### src/rtl/tt_sweep_pkg.sv
// Shared types and constants for the truth-table sweeper and its settle timer.
package tt_sweep_pkg;

    typedef enum logic [1:0] {
        ST_IDLE,
        ST_SETTLE,
        ST_SAMPLE,
        ST_DONE
    } state_t;

    localparam int DEFAULT_N_IN = 4;

    // Wide enough to hold SETTLE_CYCLES-1 for the largest legal setting (15).
    localparam int SETTLE_W = 4;

endpackage

### src/rtl/tt_settle_timer.sv
// Loadable down-counter; expired is high once the count reaches zero.
module tt_settle_timer
    import tt_sweep_pkg::*;
#(
    parameter int W = SETTLE_W
) (
    input  logic         clk,
    input  logic         rst_n,
    input  logic         load,
    input  logic [W-1:0] load_val,
    input  logic         en,
    output logic         expired
);

    logic [W-1:0] count;

    // NOTE: sequential state is updated with non-blocking assignments only, so every
    // register samples the pre-edge values regardless of process ordering.
    always_ff @(posedge clk or negedge rst_n) begin
        if (!rst_n) begin
            count <= '0;
        end else if (load) begin
            count <= load_val;
        end else if (en && (count != '0)) begin
            count <= count - 1'b1;
        end
    end

    assign expired = (count == '0);

endmodule

### src/rtl/truth_table_sweeper.sv
// Sweeps every input vector through two implementations of one boolean function,
// records both truth tables and flags disagreement. Optional TT_SWEEP_MISMATCH_LOG_EN
// adds mismatch count / first index / flag outputs.
module truth_table_sweeper
    import tt_sweep_pkg::*;
#(
    parameter int N_IN          = DEFAULT_N_IN,
    parameter int SETTLE_CYCLES = 1,
    localparam int T            = 2 ** N_IN
) (
    input  logic            clk,
    input  logic            rst_n,
    input  logic            start,
    input  logic            abort,
    output logic [N_IN-1:0] vec_o,
    input  logic            s1_i,
    input  logic            s2_i,
    output logic            busy,
    output logic            done,
    output logic [T-1:0]    table1,
    output logic [T-1:0]    table2,
    output logic            equiv
`ifdef TT_SWEEP_MISMATCH_LOG_EN
    ,
    output logic [N_IN:0]   mismatch_cnt,
    output logic [N_IN-1:0] first_mismatch,
    output logic            has_mismatch
`endif
);

    localparam logic [N_IN-1:0]     LAST_VEC    = {N_IN{1'b1}};
    localparam logic [SETTLE_W-1:0] SETTLE_LOAD = SETTLE_W'(SETTLE_CYCLES - 1);

    state_t state, next_state;
    logic   accept;
    logic   sample;
    logic   finish;
    logic   timer_load;
    logic   timer_en;
    logic   expired;

    tt_settle_timer #(
        .W (SETTLE_W)
    ) u_timer (
        .clk      (clk),
        .rst_n    (rst_n),
        .load     (timer_load),
        .load_val (SETTLE_LOAD),
        .en       (timer_en),
        .expired  (expired)
    );

    always_ff @(posedge clk or negedge rst_n) begin
        if (!rst_n) begin
            state <= ST_IDLE;
        end else begin
            state <= next_state;
        end
    end

    // NOTE: every signal written here gets a default first, so no path leaves one
    // unassigned and no latch is inferred.
    always_comb begin
        next_state = state;
        accept     = 1'b0;
        sample     = 1'b0;
        finish     = 1'b0;
        timer_load = 1'b0;
        timer_en   = 1'b0;
        if (abort) begin
            next_state = ST_IDLE;
        end else begin
            unique case (state)
                ST_IDLE: begin
                    if (start) begin
                        accept     = 1'b1;
                        timer_load = 1'b1;
                        next_state = ST_SETTLE;
                    end
                end
                ST_SETTLE: begin
                    timer_en = 1'b1;
                    if (expired) begin
                        next_state = ST_SAMPLE;
                    end
                end
                ST_SAMPLE: begin
                    sample = 1'b1;
                    if (vec_o == LAST_VEC) begin
                        next_state = ST_DONE;
                    end else begin
                        timer_load = 1'b1;
                        next_state = ST_SETTLE;
                    end
                end
                ST_DONE: begin
                    finish     = 1'b1;
                    next_state = ST_IDLE;
                end
                default: next_state = ST_IDLE;
            endcase
        end
    end

    // Outputs are registered off the control strobes, so done/busy/equiv change one
    // edge after the DONE state is entered.
    always_ff @(posedge clk or negedge rst_n) begin
        if (!rst_n) begin
            vec_o  <= '0;
            busy   <= 1'b0;
            done   <= 1'b0;
            table1 <= '0;
            table2 <= '0;
            equiv  <= 1'b0;
        end else begin
            done <= finish;
            if (abort) begin
                busy  <= 1'b0;
                equiv <= 1'b0;
            end else if (accept) begin
                vec_o  <= '0;
                busy   <= 1'b1;
                table1 <= '0;
                table2 <= '0;
                equiv  <= 1'b0;
            end else begin
                if (sample) begin
                    table1[vec_o] <= s1_i;
                    table2[vec_o] <= s2_i;
                    if (vec_o != LAST_VEC) begin
                        vec_o <= vec_o + 1'b1;
                    end
                end
                if (finish) begin
                    busy  <= 1'b0;
                    equiv <= (table1 == table2);
                end
            end
        end
    end

`ifdef TT_SWEEP_MISMATCH_LOG_EN
    localparam logic [N_IN:0] CNT_MAX = {1'b1, {N_IN{1'b0}}};

    always_ff @(posedge clk or negedge rst_n) begin
        if (!rst_n) begin
            mismatch_cnt   <= '0;
            first_mismatch <= '0;
            has_mismatch   <= 1'b0;
        end else if (accept) begin
            mismatch_cnt   <= '0;
            first_mismatch <= '0;
            has_mismatch   <= 1'b0;
        end else if (sample && (s1_i != s2_i)) begin
            if (mismatch_cnt != CNT_MAX) begin
                mismatch_cnt <= mismatch_cnt + 1'b1;
            end
            if (!has_mismatch) begin
                has_mismatch   <= 1'b1;
                first_mismatch <= vec_o;
            end
        end
    end
`endif

endmodule
### config.mk
export PLATFORM = sky130hd
export DESIGN_NAME = truth_table_sweeper
export DESIGN_NICKNAME = d
export VERILOG_FILES = /design/src/rtl/tt_sweep_pkg.sv /design/src/rtl/tt_settle_timer.sv /design/src/rtl/truth_table_sweeper.sv
export SDC_FILE = /design/constraint.sdc
export NUM_CORES = 1
export LEC_CHECK = 0
export BUFFER_PORTS_ARGS = -buffer_cell sky130_fd_sc_hd__buf_2
export CAP_MARGIN = 20
export CORE_ASPECT_RATIO = 0.9
export CORE_MARGIN = 3
export CORE_UTILIZATION = 30
export CTS_CLUSTER_SIZE = 12
export DETAILED_ROUTE_END_ITERATION = 10
export GPL_TIMING_DRIVEN = 0
export SLEW_MARGIN = 20
export SYNTH_ARGS = -nofsm -noshare
export SYNTH_HDL_FRONTEND = slang
export SYNTH_SLANG_ARGS = --single-unit
### constraint.sdc
create_clock -name clk -period 1.43 [get_ports clk]
set_input_delay 0.0715 -clock clk [delete_from_list [all_inputs] [get_ports clk]]
set_output_delay 0.0715 -clock clk [all_outputs]
set_load 0.05 [all_outputs]
Word level (Yosys, flattened, before mapping)
Cells that the tools add are included.
{ "op_classes": {"add_sub_neg": 2, "mul": 0, "div_mod_pow": 0, "magnitude_cmp": 2, "eq_ne": 8, "n_shift": 0, "n_mux": 36, "n_bitwise": 1, "reduce_logical": 12} }
{ "op_table": {"columns": ["op", "count"], "rows": [
  ["16-bit two-way mux", 4],
  ["16-bit bitwise mux", 2],
  ["4-bit two-way mux", 5],
  ["1-bit two-way mux", 18],
  ["16-bit == test", 1],
  ["2-bit two-way mux", 4],
  ["2-bit one-hot mux with 4 select lines", 1],
  ["3-bit inequality test, second input constant", 2],
  ["2-bit nonzero test", 3],
  ["4-bit by 5-bit < comparator with 1-bit output, second input constant", 1],
  ["4-bit by 1-bit adder with 4-bit output, second input constant", 1],
  ["1-bit demux with 4-bit select", 1],
  ["2-bit == test, second input constant", 2],
  ["4-bit == test, second input constant", 1],
  ["4-bit by 1-bit >= comparator with 1-bit output, second input constant", 1],
  ["4-bit zero test", 1],
  ["4-bit inequality test, second input constant", 1],
  ["2-bit AND reduction", 2],
  ["4-bit nonzero test", 1],
  ["4-bit by 1-bit subtractor with 4-bit output, second input constant", 1],
  ["3-bit AND reduction", 1],
  ["3-bit nonzero test", 1],
  ["2-bit by 1-bit == test with 1-bit output, second input constant", 1],
  ["1-bit logical AND", 2],
  ["3 further kinds", 3]
]} }
{ "word_totals": {"reg_bits": 45, "latchBits": 0, "ram_bits": 0, "mem_bits_ro": 0, "input_bits": 6, "word_cells": 69, "n_memories": 0} }

Longest topological paths before layout
Gate-level depths: netlist of run 1.
{ "logic_depth": {"ltp_word": 7, "mapped_depth": 6, "mapped_depth_nobuf": 6} }

Cells and area by module
From an unflattened synthesis of run 1, not the netlist that was laid out.
{ "unflattened": {"hier_cells": 236, "hier_area_um2": 2296.0} }
{ "modules_own_cells": {"columns": ["mod", "n_inst", "cells_per_inst", "area_per_inst_um2", "seq_area_each_um2"], "rows": [
  ["truth_table_sweeper", 1, 209, 2025.7, 1026.0],
  ["tt_settle_timer", 1, 27, 270.3, 100.1]
]} }

Least setup slack after synthesis of run 1
OpenSTA, ideal clock, no wires.
{ "synth_path": {"kind": "register to register", "from": "register vec_o[1]", "to": "register table1[15]", "arrival_ps": 1651, "path_slack_ps": -342, "stages_incl_launch_ff": 6, "synth_period_minus_slack_ps": 1772, "cell_sequence": "dfrtp_1 > ha_1 > nand3_1 > nor4_2 > nor2_1 > a22o_1"} }
{ "synth_via": {"elab_chain_cells": 7} }
{ "synth_lines": {"columns": ["item", "line_no", "source"], "rows": [
  ["from (decl)", "truth_table_sweeper.sv:15", "output logic [N_IN-1:0] vec_o,"],
  ["from (signal assigned)", "truth_table_sweeper.sv:131", "vec_o <= vec_o + 1'b1;"],
  ["4-bit by 5-bit < comparator with 1-bit output (not written as such) or 4-bit by 1-bit >= comparator with 1-bit output (tied branches)", "truth_table_sweeper.sv:128", "table1[vec_o] <= s1_i;"],
  ["1-bit logical AND (not written as such)", "truth_table_sweeper.sv:128", null],
  ["1-bit two-way mux (not written as such)", "truth_table_sweeper.sv:128", null],
  ["1-bit demux with 4-bit select *", "truth_table_sweeper.sv:128", null],
  ["16-bit bitwise mux *", "truth_table_sweeper.sv:128", null],
  ["16-bit two-way mux *", "truth_table_sweeper.sv:127", "if (sample) begin"],
  ["16-bit two-way mux *", "truth_table_sweeper.sv:120", "end else if (accept) begin"],
  ["to (signal, indexed assignment)", "truth_table_sweeper.sv:128", null],
  ["to (decl)", "truth_table_sweeper.sv:20", "output logic [T-1:0] table1,"]
]} }
Mark *: on every way between the ends. The rest lies on a longest branch, timed or not. The select of a mux whose other input is x is not followed.
A chain may end at the register's enable or synchronous reset.

Final worst setup path of run 1
{ "layout_path": {"from": "register u_timer.count[0]", "to": "register state[0]"} }
{ "layout_via": {"elab_chain_cells": 3} }
{ "layout_lines": {"columns": ["item", "line_no", "source"], "rows": [
  ["from (decl)", "tt_settle_timer.sv:15", "logic [W-1:0] count;"],
  ["from (signal assigned)", "tt_settle_timer.sv:23", "count <= load_val;"],
  ["from (signal assigned)", "tt_settle_timer.sv:25", "count <= count - 1'b1;"],
  ["4-bit zero test", "tt_settle_timer.sv:29", "assign expired = (count == '0);"],
  ["3-bit inequality test (no line)", null, null],
  ["2-bit AND reduction (no line)", null, null],
  ["to (signal assigned)", "truth_table_sweeper.sv:57", "state <= next_state;"],
  ["to (decl)", "truth_table_sweeper.sv:34", "state_t state, next_state;"]
]} }
No other way between the ends.

==> impl_results.md, run 1 <==
* Status: finished, violations left
* Violated checks: negative setup slack
* Drt via density at 4.94
* Hpwl dp at 3940 microns
* Post-synthesis cell count at 219
* Crit-path max FO at 4
* CP Data Required Time at 1610 ps
* Final Max Slew Viols at 0
* Post-Syn Area at 2200 sq um
* Final setup fails at 5
* Post-Place Worst Slack at -158 ps
* Critical setup path kind: flip-flop to flip-flop
* Initial Util at 0.321
* Gr usage total at 0.142
* Clk Latency, worst-skew pair at 300 ps
* Final Hold Fails at 0
* Core area at 6830 sq um
* GP Congestion at 0.745
* Clk slew on worst S/H paths at 90 ps
* Num CTS Buffers at 5
* Async SR Flop Fraction at 1.00
* Syn-to-layout area delta at 30.0%
* Vias in the first global route at 1,817
* Largest net degree at the start of global routing at 46
* Total gr overflow at 0
* TritonCTS clock tree: yes
* Clk_skew at 11.4 ps
* Clock root cell: clkbuf_8
* Num Clock Sinks at 45
* Iter 0 DRT Violations at 94
* Worst-margin pin slew at 578 ps
* Tmin final at 1580 ps
* Worst hold path type: input pin to flip-flop
* Part of the cycle the worst path needs at 1.10
* Die height at 87.2 microns
* Fmax at 634 MHz
* RSZ-0062 raised after global routing: true
* Die span in x at 96.2 microns
* H-tree lvl count at 2
* Core Rows at 28
* PortBufs at 43
* Worst-case clock buffer depth at 2
* Share of layout cells above drive strength 1 at 0.371
* Placed Cells at 352
* Ports at 45
* Synth Flop Type: dfrtp_1
* Syn Area/Cell at 10.0 sq um
* VDD IR max at 0.288 mV
* Non-Filler Instances at 376
* Initial antenna violation count at 0
* Final antenna-violating net count at 0
* Setup TNS at -447 ps
* Diode count at 0
* PnR Total Power at 2.47 mW
* Max_cap viols at 0
* Crit path arrival time at 1760 ps
* PwrDens at 864 nW/um^2
* Syn Nets at 231
* CP cell instances: inv_2 > ha_1 > or3b_4 > and2_4 > or3_1
* Die area at 8380 sq um
* Max incr delay on CP at 420 ps
* Sequential-to-total area share from yosys stat at 0.513
* Rel. slew slack at 0.615
* DR DRC count at 0
* Count of cell types in the netlist at 33
* Crit. End Element: flip-flop
* Post-synth EDFFs at 0
* Nets at 297
* Ys Warns at 0
* Worst setup SP type: flip-flop
* Leakage at 1.36 nW
* Total wire length at 5660 microns
* Fin worst setup slack at -148 ps
* Via count at 1,857
* Drt wl/cell at 15.0 microns
* DRT Pass-1 Iters at 4
* Crit path max-delay cell type: dfrtp_1
* FF+latch count, synth at 45
* First-pass GRT wire length at 9050 microns
## cells in the final DEF (no fill, tap or decap), types with 6 or more instances in the layout
master and instances:
dfrtp_2 10, nor2_1 7, o21ai_0 24, nand3_1 36, xnor2_1 10, buf_2 44
nand2_1 18, xor2_1 11, dfrtp_1 35, mux2i_1 6, buf_4 17
## synth_stat cells, drive strengths merged, types with 2 or more instances
cell type / instances / area, sq um
a21oi: 4 / 20.0
a22o: 2 / 17.5
and3: 2 / 12.5
buf: 7 / 40.0
clkbuf: 2 / 7.51
dfrtp: 45 / 1130
ha: 6 / 75.1
inv: 7 / 26.3
mux2i: 6 / 60.1
nand2: 18 / 67.6
nand3: 39 / 195
nand4: 2 / 12.5
nor2: 13 / 63.8
nor2b: 2 / 12.5
nor3: 4 / 20.0
nor3b: 4 / 45.1
nor4: 3 / 25.0
o21ai: 24 / 120
or3b: 2 / 20.0
xnor2: 10 / 87.6
xor2: 11 / 96.3
## cells by family (layout without fill, tap and decap cells)
| family | count (synthesis) | in the layout | synth area share |
|---|---|---|---|
| AND/OR/NAND/NOR | 93 | 93 | 0.230 |
| flip-flops | 45 | 45 | 0.513 |
| AO/OA/AOI/OAI | 32 | 32 | 0.0786 |
| XOR/XNOR | 21 | 21 | 0.0838 |
| buffers and inverters | 16 | 83 | 0.0336 |
| adder cells (fa/ha/maj) | 6 | 6 | 0.0342 |
| multiplexers | 6 | 6 | 0.0274 |
## area by class of cell
cell class,count,area (sq um)
Inverter,7,26.3
Sequential cell,45,1140
Clock inverter,1,5.00
Buffer,8,55.1
Timing Repair Buffer,60,355
Clock buffer,7,76.3
Fill cell,663,3980
Tap cell,90,113
Multi-Input combinational cell,158,1090
## final timing paths
kind                       depth (start not counted)              from  slack [ps]          endpoint
min reg2reg                                        2         table1[3]         530         table1[3]
max                                                5  u_timer.count[0]        -150          state[0]
max in group asynchronous                          2             rst_n         690          vec_o[3]
min in group asynchronous                          2             rst_n         320  u_timer.count[0]
max reg2reg                                        5  u_timer.count[0]        -150          state[0]
min                                                3              s2_i          50         table2[7]
## worst max-delay path, delay by kind of cell (launching register included)
family                   cells  cell delay [ps]
flip-flops                   1              420
adder cells (fa/ha/maj)      1              130
AND/OR/NAND/NOR              3              840
buffers and inverters        1               70
## per-stage QoR
| stage | area (sq um) | utilization | hold WS (ps) |
|---|---|---|---|
| after floorplan | 2240 | - | -224 |
| after global placement | 2570 | 0.376 | 311 |
| after detailed placement | 2570 | 0.376 | 306 |
| after CTS | 2810 | 0.411 | 42.3 |
| after global routing | 2860 | 0.418 | 57.2 |
| final | 2860 | 0.418 | 48.1 |
## per-layer routing
layer  vias up  global-route usage  part of all wire
li1        901                   -                 -
met1       895               0.187              0.47
met2        54               0.221              0.46
met3         7              0.0432             0.059
met4         0              0.0452             0.014
met5         -                   0                 0
## repair_timing
item | CTS | global route
setup buffers | 14 | 2
hold buffers | 1 | 0
cloned | 0 | 0
endpoints found under the hold margin | 45 | 0
endpoints found under the setup margin | 38 | 43
pin swaps | 12 | 13
gates resized for setup | 12 | 13
## flip-flops by register name, indices dropped and copies added (netlist names)
register and count:
busy 1, done 1, equiv 1, state 2, table1 16, table2 16, u_timer.count 4, vec_o 4
## report_power, final
part	internal, mW	switching (mW)
Clock	0.344	0.427
Combinational	0.108	0.252
Sequential	1.30	0.0357
Total	1.75	0.715
Power figures use the tool's default switching activity.
==> run 2: changes to the inputs <==
--- a/config.mk
+++ b/config.mk
@@ -16,4 +16,5 @@
 export SLEW_MARGIN = 20
 export SYNTH_ARGS = -nofsm -noshare
 export SYNTH_HDL_FRONTEND = slang
+export SYNTH_HIERARCHICAL = 1
 export SYNTH_SLANG_ARGS = --single-unit
==> run 2 against run 1 <==
- via count increased by 6.8%
- core utilization increased by 5.0 points
- the flow still finishes with violations (negative setup slack)
- power increased by 22%
- register-to-register slack got worse by 50 ps
- area after synthesis increased by 4.6%
- largest cell class is now multi-input gates
- first-iteration DRC count decreased by 48%
- combinational power increased by 100%
- clock skew increased by 0.95 ps
==> impl_results.md, run 2 <==
* Status: finished, violations left (unchanged)
* Violated checks: negative setup slack (unchanged)
* Total gr overflow at 0 (unchanged)
* Share of layout cells above drive strength 1 at 0.622 (was 0.371)
* Int Pwr at 2.04 mW (was 1.75 mW)
* Max incr delay on CP at 390 ps (was 420 ps)
* Core area at 7220 sq um (was 6830 sq um)
* Num CTS Buffers at 5 (unchanged)
* Post-synth top area cell: dfrtp_1 (unchanged)
* Drt via density at 4.99 (was 4.94)
* Max_cap viols at 0 (unchanged)
* CP Data Required Time at 1620 ps (was 1610 ps)
* Die span in x at 98.2 microns (was 96.2 microns)
* Post-synth EDFFs at 0 (unchanged)
* Sw Ratio at 0.322 (was 0.290)
* Ports at 45 (unchanged)
* VDD IR max at 0.497 mV (was 0.288 mV)
* Via count at 1,983 (was 1,857)
* Fin area at 3380 sq um (was 2860 sq um)
* Iter 0 DRT Violations at 49 (was 94)
* H-tree lvl count at 2 (unchanged)
* Post-synthesis cell count at 236 (was 219)
* Initial antenna violation count at 0 (unchanged)
* Leakage at 1.56 nW (was 1.36 nW)
* Nets at 314 (was 297)
* Worst-margin pin slew at 645 ps (was 578 ps)
* Clk slew on worst S/H paths at 90 ps (about the same)
* Final Max Slew Viols at 0 (unchanged)
* Hpwl dp at 4130 microns (was 3940 microns)
* Num Clock Sinks at 45 (unchanged)
* Clock power share at 0.271 (was 0.312)
* Worst-case clock buffer depth at 2 (unchanged)
* Final setup fails at 42 (was 5)
* CP cell instances: nand2b_4 > or3_4 > buf_8 > nand2_8 > nor3_2 > a221o_1 (was inv_2 > ha_1 > or3b_4 > and2_4 > or3_1)
* Synth Flop Type: dfrtp_1 (unchanged)
* Crit-path max FO at 7 (was 4)
* NetSw at 0.970 mW (was 0.715 mW)
* Die area at 8740 sq um (was 8380 sq um)
* Crit. End Element: flip-flop (unchanged)
* TritonCTS clock tree: yes (unchanged)
* Critical setup path kind: flip-flop to flip-flop (unchanged)
* Area share of the largest cell type after synthesis at 0.490 (was 0.513)
* Share of power burned in registers at 0.485 (was 0.542)
* First-pass GRT wire length at 9390 microns (was 9050 microns)
* Initial Util at 0.318 (was 0.321)
* Setup TNS at -1890 ps (was -447 ps)
* DP Area at 2760 sq um (was 2570 sq um)
* PortBufs at 44 (was 43)
* Core Rows at 29 (was 28)
* PwrDens at 892 nW/um^2 (was 864 nW/um^2)
* Logic pwr share at 0.243 (was 0.146)
* Commonest non-fill, non-tap cell in the layout: buf_2 (unchanged)
* Synth cell count leaders: dfrtp_1, nand2_1, o21ai_1, nand3_1, xor2_1 (was dfrtp_1, nand3_1, o21ai_0, nand2_1, xor2_1)
* Crit path max-delay cell type: dfrtp_1 (unchanged)
* Diode count at 0 (unchanged)
* Sequential-to-total area share from yosys stat at 0.490 (was 0.513)
* Final antenna-violating net count at 0 (unchanged)
* GP Congestion at 0.734 (was 0.745)
* PnR Total Power at 3.01 mW (was 2.47 mW)
* Vias in the first global route at 1,839 (was 1,817)
* Largest net degree at the start of global routing at 46 (unchanged)
* Total wire length at 6230 microns (was 5660 microns)
* Clk_skew at 12.3 ps (was 11.4 ps)
* Rel. slew slack at 0.570 (was 0.615)
* Count of cell types in the netlist at 38 (was 33)
* Most frequent cells in the layout: buf_2, dfrtp_2, nand3_2, o21ai_1, xor2_1 (was buf_2, nand3_1, dfrtp_1, o21ai_0, nand2_1)
* Top flop regs: table1 x16, table2 x16 (unchanged)
* Syn Area/Cell at 9.73 sq um (was 10.0 sq um)
* Drt wl/cell at 15.7 microns (was 15.0 microns)
* Worst setup SP type: flip-flop (unchanged)
* DR DRC count at 0 (unchanged)
* Post-Place Worst Slack at -398 ps (was -158 ps)
* Ys Warns at 6 (was 0)
* Fin worst setup slack at -201 ps (was -148 ps)
* Worst hold path type: input pin to flip-flop (unchanged)
* Clk Latency, worst-skew pair at 310 ps (was 300 ps)
* Post-Syn Area at 2300 sq um (was 2200 sq um)
* Ranking of synthesized cells by area: dfrtp_1, o21ai_1, nand3_1, xor2_1, nand2_1 (was dfrtp_1, nand3_1, o21ai_0, xor2_1, xnor2_1)
* FF+latch count, synth at 45 (unchanged)
* RSZ-0062 raised after global routing: true (unchanged)
* Part of the cycle the worst path needs at 1.14 (was 1.10)
* Gr usage total at 0.136 (was 0.142)
* Fmax at 613 MHz (was 634 MHz)
* Async SR Flop Fraction at 1.00 (unchanged)
* FILL cells at 676 (was 663)
* Die height at 89.0 microns (was 87.2 microns)
* Syn-to-layout area delta at 47.1% (was 30.0%)
* Crit path arrival time at 1820 ps (was 1760 ps)
* Count leader, synth: dfrtp_1 (unchanged)
* Final Hold Fails at 0 (unchanged)
* Clock root cell: clkbuf_8 (unchanged)
* Tmin final at 1630 ps (was 1580 ps)
* DRT Pass-1 Iters at 4 (unchanged)
## run 2: changes by cell type after synthesis, sizes merged, moves of 3 or more
cell    delta
mux2i      -6
nand2     +16
o21ai     +12
xnor2      -9
nor2       -8
and4bb     +4
nand3     -10
xor2       +5
and3       +3
## run 2: repair_timing
item / 4_1_cts / 5_1_grt
gates resized for setup: 7 / 94
hold endpoints to repair: 45 / 0
setup buffers: 6 / 6
pin swaps: 2 / 33
cloned: 0 / 3
setup endpoints to repair: 35 / 43
hold buffers: 1 / 0
## run 2: cell families (layout without fill, tap and decap cells)
| logic type | Yosys count | in the layout | synth area share |
|---|---|---|---|
| DFF | 45 | 45 | 0.490 |
| AOI/OAI and AO/OA | 48 | 48 | 0.121 |
| other | 1 | 4 | 0.00163 |
| adders and majority gates | 5 | 5 | 0.0272 |
| xor gates and xnor gates | 17 | 17 | 0.0648 |
| buffers and inverters | 21 | 86 | 0.0496 |
| and+or+nand+nor | 99 | 99 | 0.245 |
## run 2: final timing paths
path | slack [ps] | startpoint | end | depth (start not counted)
max in group asynchronous | 680 | rst_n | vec_o[0] | 2
max | -200 | state[1] | u_timer/count[3] | 6
max reg2reg | -200 | state[1] | u_timer/count[3] | 6
min | 50 | s1_i | table1[13] | 3
min reg2reg | 550 | table1[2] | table1[2] | 2
min in group asynchronous | 300 | rst_n | table2[4] | 2
## run 2: stage by stage
step / cells / util / hold slack (ps)
finish: 397 / 0.468 / 46.7
global route: 397 / 0.468 / 54.9
CTS: 391 / 0.407 / 53.3
detailed placement: 376 / 0.383 / 309
global placement: 376 / 0.383 / 307
floorplan: 239 / - / -224
## run 2: routing by layer
metal,up-vias,track usage,routed length (microns)
li1,966,-,-
met1,973,0.181,2930
met2,37,0.224,2970
met3,7,0.0328,267
met4,0,0.0372,53
met5,-,0,0
## run 2: worst max-delay path: cells and delay by family, from the launching register on
kind	cells	cell delay [ps]
buf+inv	1	160
flops	1	390
simple gates	4	660
compound gates	1	310
## run 2: power by group through the flow
stage	Clock [mW]	Combinational, mW	Sequential (mW)
final	0.818	0.733	1.46
after floorplan	0	0.343	1.50
after detailed placement	0	0.533	1.46
after global placement	0	0.520	1.46
after global routing	0.896	0.802	1.48
after CTS	0.828	0.578	1.44
## run 2: area by class of cell
type / count / area [sq um] / area share
clock inverter: 3 / 21.3 / 0.00630
buffer: 10 / 109 / 0.0322
sequential: 45 / 1160 / 0.344
inverter: 9 / 33.8 / 0.0100
tap: 93 / 116 / 0.0344
multi-input combinational: 173 / 1450 / 0.428
timing repair buffer: 59 / 420 / 0.124
clock buffer: 5 / 68.8 / 0.0204
